[config.mk]
export PLATFORM = sky130hd
export DESIGN_NAME = pe_ws_ctrl
export DESIGN_NICKNAME = d
export VERILOG_FILES = /design/src/rtl/pe_ws_ctrl_pkg.sv /design/src/rtl/valid_delay.sv /design/src/rtl/pe_ws_ctrl.sv
export SDC_FILE = /design/constraint.sdc
export NUM_CORES = 1
export LEC_CHECK = 0
export BUFFER_PORTS_ARGS = -buffer_cell sky130_fd_sc_hd__buf_2
export CAP_MARGIN = 30
export CELL_PAD_IN_SITES_DETAIL_PLACEMENT = 1
export CELL_PAD_IN_SITES_GLOBAL_PLACEMENT = 1
export CORE_ASPECT_RATIO = 1.1
export CORE_MARGIN = 3
export CORE_UTILIZATION = 25
export DETAILED_ROUTE_END_ITERATION = 16
export PLACE_DENSITY_LB_ADDON = 0.1
export SETUP_SLACK_MARGIN = 0.05
export SLEW_MARGIN = 10
export SYNTH_ARGS = -nofsm -noshare
export SYNTH_HDL_FRONTEND = slang
export SYNTH_SLANG_ARGS = --single-unit
[constraint.sdc]
create_clock -name clk -period 2.5 [get_ports clk]
set_clock_uncertainty 0.05 [all_clocks]
set_input_delay 0.5 -clock clk [delete_from_list [all_inputs] [get_ports clk]]
set_output_delay 0.5 -clock clk [all_outputs]
set_load 0.05 [all_outputs]
[src/rtl/pe_ws_ctrl_pkg.sv]
// Shared types and constants for the weight-stationary PE sequencer.
// Holds the FSM state enum, ctrl bus bit indices and perf counter width.
package pe_ws_ctrl_pkg;

  typedef enum logic [2:0] {
    S_IDLE,
    S_LOAD,
    S_PRIME,
    S_COMPUTE,
    S_DRAIN
  } state_t;

  localparam int CTRL_RD_VALID = 0;
  localparam int CTRL_RD_RESET = 1;
  localparam int PERF_WIDTH    = 32;

endpackage

[src/rtl/valid_delay.sv]
// Shift register aligning {last, valid} with the PE psum_out pipeline.
// Ports: clk, rst (async active-low), d (input bundle), q (delayed bundle).
module valid_delay #(
  parameter int DEPTH = 2,
  parameter int WIDTH = 2
) (
  input  logic             clk,
  input  logic             rst,
  input  logic [WIDTH-1:0] d,
  output logic [WIDTH-1:0] q
);

  logic [WIDTH-1:0] sr [DEPTH];

  always_ff @(posedge clk or negedge rst) begin
    if (!rst) begin
      for (int i = 0; i < DEPTH; i++)
        sr[i] <= '0;
    end else begin
      sr[0] <= d;
      for (int i = 1; i < DEPTH; i++)
        sr[i] <= sr[i-1];
    end
  end

  assign q = sr[DEPTH-1];

endmodule

[src/rtl/pe_ws_ctrl.sv]
// Sequencer for one weight-stationary PE: load weights, prime, compute, drain.
// Ports: cfg_*, w_* (weight source), pe_* (PE side), iact_*, psum_*, busy, done.
// Optional PE_WS_CTRL_PERF_EN adds perf_busy_cycles / perf_stall_cycles.
module pe_ws_ctrl
  import pe_ws_ctrl_pkg::*;
#(
  parameter int OP_WIDTH   = 8,
  parameter int CTRL_WIDTH = 8,
  parameter int ADDR_WIDTH = 10,
  parameter int PASS_WIDTH = 16,
  parameter int MAC_LAT    = 1
) (
  input  logic                  clk,
  input  logic                  rst,
  input  logic                  cfg_valid,
  output logic                  cfg_ready,
  input  logic [ADDR_WIDTH-1:0] cfg_klen,
  input  logic [PASS_WIDTH-1:0] cfg_passes,
  input  logic                  cfg_reload,
  input  logic                  w_valid,
  output logic                  w_ready,
  input  logic [OP_WIDTH-1:0]   w_data,
  output logic                  pe_wctrl,
  output logic [OP_WIDTH-1:0]   pe_weight,
  output logic [CTRL_WIDTH-1:0] pe_ctrl,
  input  logic                  iact_valid,
  output logic                  iact_pop,
  output logic                  psum_valid,
  output logic                  psum_last,
  output logic                  busy,
  output logic                  done
`ifdef PE_WS_CTRL_PERF_EN
  ,
  output logic [PERF_WIDTH-1:0] perf_busy_cycles,
  output logic [PERF_WIDTH-1:0] perf_stall_cycles
`endif
);

  localparam int DW = $clog2(MAC_LAT + 1) + 1;

  state_t state, state_nx;

  logic [ADDR_WIDTH-1:0] klen;
  logic [ADDR_WIDTH-1:0] idx;
  logic [PASS_WIDTH-1:0] passes;
  logic [PASS_WIDTH-1:0] pass;
  logic [DW-1:0]         drain_cnt;
  logic                  done_q;

  logic accept;
  logic beat;
  logic step;
  logic idx_end;
  logic last_step;
  logic drain_end;

  assign accept    = cfg_valid && (state == S_IDLE);
  assign beat      = w_valid && (state == S_LOAD);
  assign step      = iact_valid && (state == S_COMPUTE);
  assign idx_end   = (idx == klen);
  assign last_step = step && idx_end && (pass == passes);
  assign drain_end = (state == S_DRAIN) &&
                     (drain_cnt == DW'(MAC_LAT));

  always_ff @(posedge clk or negedge rst) begin
    if (!rst) state <= S_IDLE;
    else      state <= state_nx;
  end

  always_comb begin
    state_nx = state;
    unique case (state)
      S_IDLE:
        if (accept)
          state_nx = cfg_reload ? S_LOAD : S_PRIME;
      S_LOAD:
        if (beat && idx_end) state_nx = S_PRIME;
      S_PRIME:
        state_nx = S_COMPUTE;
      S_COMPUTE:
        if (last_step) state_nx = S_DRAIN;
      S_DRAIN:
        if (drain_end) state_nx = S_IDLE;
      default:
        state_nx = S_IDLE;
    endcase
  end

  always_comb begin
    cfg_ready = 1'b0;
    w_ready   = 1'b0;
    pe_wctrl  = 1'b0;
    pe_weight = '0;
    pe_ctrl   = '0;
    iact_pop  = 1'b0;
    busy      = (state != S_IDLE);
    unique case (1'b1)
      (state == S_IDLE): cfg_ready = 1'b1;
      (state == S_LOAD): begin
        w_ready  = 1'b1;
        pe_wctrl = w_valid;
        if (w_valid) pe_weight = w_data;
      end
      (state == S_PRIME): begin
        pe_ctrl[CTRL_RD_VALID] = 1'b1;
        pe_ctrl[CTRL_RD_RESET] = 1'b1;
      end
      (state == S_COMPUTE): begin
        pe_ctrl[CTRL_RD_VALID] = step;
        pe_ctrl[CTRL_RD_RESET] = step && idx_end;
        iact_pop = step;
      end
      default: ;
    endcase
  end

  // idx counts load beats in LOAD and the read position in COMPUTE;
  // the LOAD wrap leaves it at 0 for the first compute step.
  always_ff @(posedge clk or negedge rst) begin
    if (!rst) begin
      klen   <= '0;
      passes <= '0;
      idx    <= '0;
      pass   <= '0;
    end else if (accept) begin
      klen   <= cfg_klen;
      passes <= cfg_passes;
      idx    <= '0;
      pass   <= '0;
    end else if (beat) begin
      idx <= idx_end ? '0 : idx + 1'b1;
    end else if (step) begin
      if (idx_end) begin
        idx  <= '0;
        pass <= pass + 1'b1;
      end else begin
        idx <= idx + 1'b1;
      end
    end
  end

  always_ff @(posedge clk or negedge rst) begin
    if (!rst) begin
      drain_cnt <= '0;
      done_q    <= 1'b0;
    end else begin
      drain_cnt <= (state == S_DRAIN) ? drain_cnt + 1'b1 : '0;
      done_q    <= drain_end;
    end
  end

  assign done = done_q;

  // One register for the RAM read / iact fetch, MAC_LAT for the MAC.
  valid_delay #(
    .DEPTH (1 + MAC_LAT),
    .WIDTH (2)
  ) u_vd (
    .clk (clk),
    .rst (rst),
    .d   ({step && idx_end, step}),
    .q   ({psum_last, psum_valid})
  );

`ifdef PE_WS_CTRL_PERF_EN
  always_ff @(posedge clk or negedge rst) begin
    if (!rst) begin
      perf_busy_cycles  <= '0;
      perf_stall_cycles <= '0;
    end else if (accept) begin
      perf_busy_cycles  <= '0;
      perf_stall_cycles <= '0;
    end else begin
      if (busy && !(&perf_busy_cycles))
        perf_busy_cycles <= perf_busy_cycles + 1'b1;
      if ((state == S_COMPUTE) && !iact_valid &&
          !(&perf_stall_cycles))
        perf_stall_cycles <= perf_stall_cycles + 1'b1;
    end
  end
`endif

endmodule

==> results.md <==
Power:
- Summing internal, switching and leakage power gives 4439 uW.
- The leakage power total is 0.001825 uW.
- VDD sags by at most slightly above 400 uV.
- The power per unit of standard cell area is around 1100 nW/um^2.

Global route:
- The overall fraction of global-route tracks in use is 0.1229.
- The via count of the first global-routing pass is around 2700.
- The global-route congestion overflow total is 0.
- The largest net degree at the start of global routing is 63.
- The first global-routing pass estimated 13.85 mm of wire.
- The initial antenna violation count is 0.

Clock network:
- The clock drives 62 sinks.
- The CTS tree is yes.
- No sink is reached through more buffers than the 2 on the longest clock path.
- The clock tree root driver cell is sky130_fd_sc_hd__clkbuf_16.
- At the later pin of the worst-skew pair, clock insertion delay measures 0.33 ns.
- The clock-pin slew on the worst setup and hold paths is 0.06 ns.
- The total number of H-tree levels is 3.
- Counting the buffers created by CTS gives 9.

Floorplanning:
- The number of primary I/O pins is between 60 and 70.
- The die outline width is between 100 and 150 um.
- The core region is 12300 um^2.
- The initial core utilization is 0.2605.
- The number of core rows is 42.
- In this run the vertical extent of the chip is 124.7 um.
- The full die area is 14210 um^2.

Setup path:
- The critical path is of the flop to primary output type.
- Tracing the worst setup path back leads to its startpoint at idx[1].
- The slowest stage of the critical path is the sky130_fd_sc_hd__dfrtp_1 cell.
- The capturing element type of the critical path is a primary output.
- The end point of the critical path is pe_ctrl[1].
- STA puts the critical path data arrival time at 1.76 ns.
- Among cell families on the critical path, the largest total delay comes from simple AND/OR/NAND/NOR gates.
- The critical path goes through xor2_1 -> nor4_4 -> nand4_1 -> nand2_1 -> buf_6.
- The delay contributed by the slowest stage of the critical path is roughly 0.42 ns.
- The capturing point of the worst reg2reg path is pass[13].
- The critical path startpoint category is a flop.
- The largest fanout of any net on the critical path is 4.
- STA puts the critical path data required time at 1.95 ns.
- The register-to-register setup slack is between 0.3 and 0.4 ns.
- The sum of buffers and inverters on the critical path is 1.
- The worst reg2reg path depth is 7.
- In this run the number of cells on the critical path is 5.
- The launch instance of the worst register-to-register path is idx[5].

Route:
- In the final routed layout, each cell accounts on average for 15.49 um.
- The count of routing violations after the opening detailed-route iteration is 75.
- The via total after detailed routing is between 2000 and 2500.
- The average via count per standard cell is 4.693.
- The number of nets still failing antenna checks after routing is 0.
- The first TritonRoute pass finished after 4 iterations.
- The final layout contains routed wiring with a total length of 8.180 mm.
- The remaining routing DRC violations is 0.

Synthesis:
- Of all cell types, the one taking the most synthesized area is sky130_fd_sc_hd__dfrtp_1.
- The cell count after synthesis came out at 301.
- The most frequently used flop master after synthesis is sky130_fd_sc_hd__dfrtp_1.
- The share of the Yosys chip area taken by registers is 0.4844.
- The cell area after synthesis is ~3200 um^2.
- Of the post-synthesis cell area, the dominant cell type holds 0.4844.
- Dividing the synthesized area by the synthesized cell count gives 10.64 um^2.
- The proportion of register bits with asynchronous set or reset after synthesis is 1.000.
- The total of warnings raised by yosys is 0.
- Ranked by total cell area, the synthesized netlist is headed by sky130_fd_sc_hd__dfrtp_1 (48%), sky130_fd_sc_hd__mux2_2 (9.5%), sky130_fd_sc_hd__xnor2_1 (6.8%), sky130_fd_sc_hd__xor2_1 (3.0%), sky130_fd_sc_hd__a21oi_1 (3.0%).
- The synthesized netlist contains 40 unique library cells.
- The synthesized design contains 0 enable-type register cells.
- The synthesis-stage register bit count is 62.

Status:
- The flow ran to the end, and the final reports show no timing, DRC or antenna violations.

STA:
- The final sum of negative setup slack is 0 ns.
- At the pin with the least slew margin, the transition time is roughly 0.54 ns.
- Headroom to the max-slew limit came out at 0.6388.
- The minimum clock period is 2.313 ns.
- Based on the critical path, the design can be clocked at up to 0.4324 GHz.
- Setup violations remaining at the end of the flow were counted as 0.
- Setup repair after global routing left no endpoint under its margin.
- The number of pins with negative max-slew slack in the final report came to 0.
- The setup slack of the critical path after layout is 0.1874 ns.
- The total count of hold-check failures in the final report is 0.
- In the finished design, the share of the clock period the worst path needs comes to 0.9250.

Placed design:
- The count of buffers added on input and output ports is 57.
- Routability-driven placement finished with a final weighted congestion of around 0.71.
- OpenSTA, run right after detailed placement, puts the worst setup slack at roughly 0.25 ns.
- Once detailed placement completed, the half-perimeter wirelength came to 5.776 mm.

Layout:
- In the final design database the tool counted 412 nets.
- The final core area utilization is 0.3282.
- The number of antenna diodes in the final layout is 0.
- The synthesis-to-layout area growth is 26.02%.
- Of the cells placed in the final design, the portion with a size suffix greater than 1 is 0.3449.

Job:
- The max capacitance violation total is 0.

Min path:
- The path class of the lowest-slack min-delay path is primary input to async pin.
cell type report:
class	instances	area [um^2]
clock buffers	13	260.3
repair buffers	72	416.7
multi-input cells	219	1554
flip-flops and latches	62	1551
fillers	1414	8260
well taps	154	192.7
inverters	5	18.77
clock inverters	3	42.54
routing by layer:
layer  routed length (um)  global-route usage  vias to the layer above
li1                     -                   -                     1186
met1                 3888              0.1644                     1225
met2                 3781              0.1895                       56
met3                  367             0.02672                       11
met4                  142             0.05381                        0
met5                    0                   0                        -
cell usage after synthesis (2+ instances only):
library cell                n
sky130_fd_sc_hd__dfrtp_1   62
sky130_fd_sc_hd__mux2_2    27
sky130_fd_sc_hd__xnor2_1   25
sky130_fd_sc_hd__nand2_1   20
sky130_fd_sc_hd__a21oi_1   19
sky130_fd_sc_hd__nor2_1    18
sky130_fd_sc_hd__o21ai_0   16
sky130_fd_sc_hd__and3_1    12
sky130_fd_sc_hd__or3_1     12
sky130_fd_sc_hd__xor2_1    11
sky130_fd_sc_hd__buf_2     10
sky130_fd_sc_hd__nand4_1   10
sky130_fd_sc_hd__buf_4      6
sky130_fd_sc_hd__nand3_1    6
sky130_fd_sc_hd__inv_1      5
sky130_fd_sc_hd__nor3_1     4
sky130_fd_sc_hd__clkbuf_1   3
sky130_fd_sc_hd__ha_1       3
sky130_fd_sc_hd__nor3b_1    3
sky130_fd_sc_hd__nor4_1     3
sky130_fd_sc_hd__a31o_2     2
sky130_fd_sc_hd__and2_1     2
sky130_fd_sc_hd__and4_1     2
sky130_fd_sc_hd__and4_2     2
sky130_fd_sc_hd__nand3b_1   2
sky130_fd_sc_hd__nor4_4     2
flip-flops by register name (all words and copies together), names as in the netlist:
register	count
done	1
drain_cnt	2
idx	10
klen	10
pass	16
passes	16
state	3
u_vd.q	2
u_vd.sr	2
worst min-delay path by stage:
stage	start	end	slack [ns]	cells after the start
final	rst	done	0.14	2
after global routing	rst	u_vd.q[0]	0.18	2
after global placement	u_vd.sr[2]	u_vd.q[0]	0.28	0
after floorplan	rst	done	0.15	0
after CTS	rst	u_vd.q[0]	0.15	2
after detailed placement	u_vd.sr[3]	u_vd.q[1]	0.29	0
report_power, final:
group | total [uW] | switching (uW) | leakage, uW | internal [uW]
logic | 1570 | 867 | 0.000879 | 700
registers | 1580 | 272 | 0.000800 | 1310
clock network | 1290 | 462 | 0.000146 | 825
timing repair:
| item | 4_1_cts | 5_1_grt |
|---|---|---|
| buffers inserted | 2 | 3 |
| pin swaps | 2 | 4 |
| resized for setup | 1 | 2 |
| hold buffers | 0 | 0 |
| setup endpoints to repair | 1 | 6 |
metrics by stage:
step	hold slack [ns]	instances	area, um^2
after floorplan	0.1544	306	3238
after global placement	0.2832	507	3687
after detailed placement	0.2901	507	3687
after CTS	0.1516	525	4008
after global routing	0.1775	528	4036
final	0.1367	528	4036
placed cells by master, fill, tap and decap left out, types with 3 or more instances in the layout:
cell type / n
sky130_fd_sc_hd__inv_1: 5
sky130_fd_sc_hd__xor2_1: 11
sky130_fd_sc_hd__a21oi_1: 19
sky130_fd_sc_hd__clkbuf_16: 9
sky130_fd_sc_hd__buf_4: 14
sky130_fd_sc_hd__buf_2: 56
sky130_fd_sc_hd__o21ai_0: 16
sky130_fd_sc_hd__nand3_1: 6
sky130_fd_sc_hd__nor3_1: 3
sky130_fd_sc_hd__dfrtp_1: 62
sky130_fd_sc_hd__and3_1: 12
sky130_fd_sc_hd__nand4_1: 10
sky130_fd_sc_hd__nand2_1: 20
sky130_fd_sc_hd__mux2_2: 27
sky130_fd_sc_hd__nor4_1: 3
sky130_fd_sc_hd__nor2_1: 17
sky130_fd_sc_hd__or3_1: 12
sky130_fd_sc_hd__ha_1: 3
sky130_fd_sc_hd__conb_1: 6
sky130_fd_sc_hd__xnor2_1: 25
logic make-up after synthesis:
family,Yosys count,share of synthesized area
flip-flops,62,0.4844
adder cells (fa/ha/maj),3,0.01172
buffers and inverters,25,0.04258
AO/OA/AOI/OAI,41,0.07149
multiplexers,27,0.09492
other,1,0.001171
XOR/XNOR,36,0.09844
AND/OR/NAND/NOR,106,0.1953
Power figures use the tool's default switching activity.
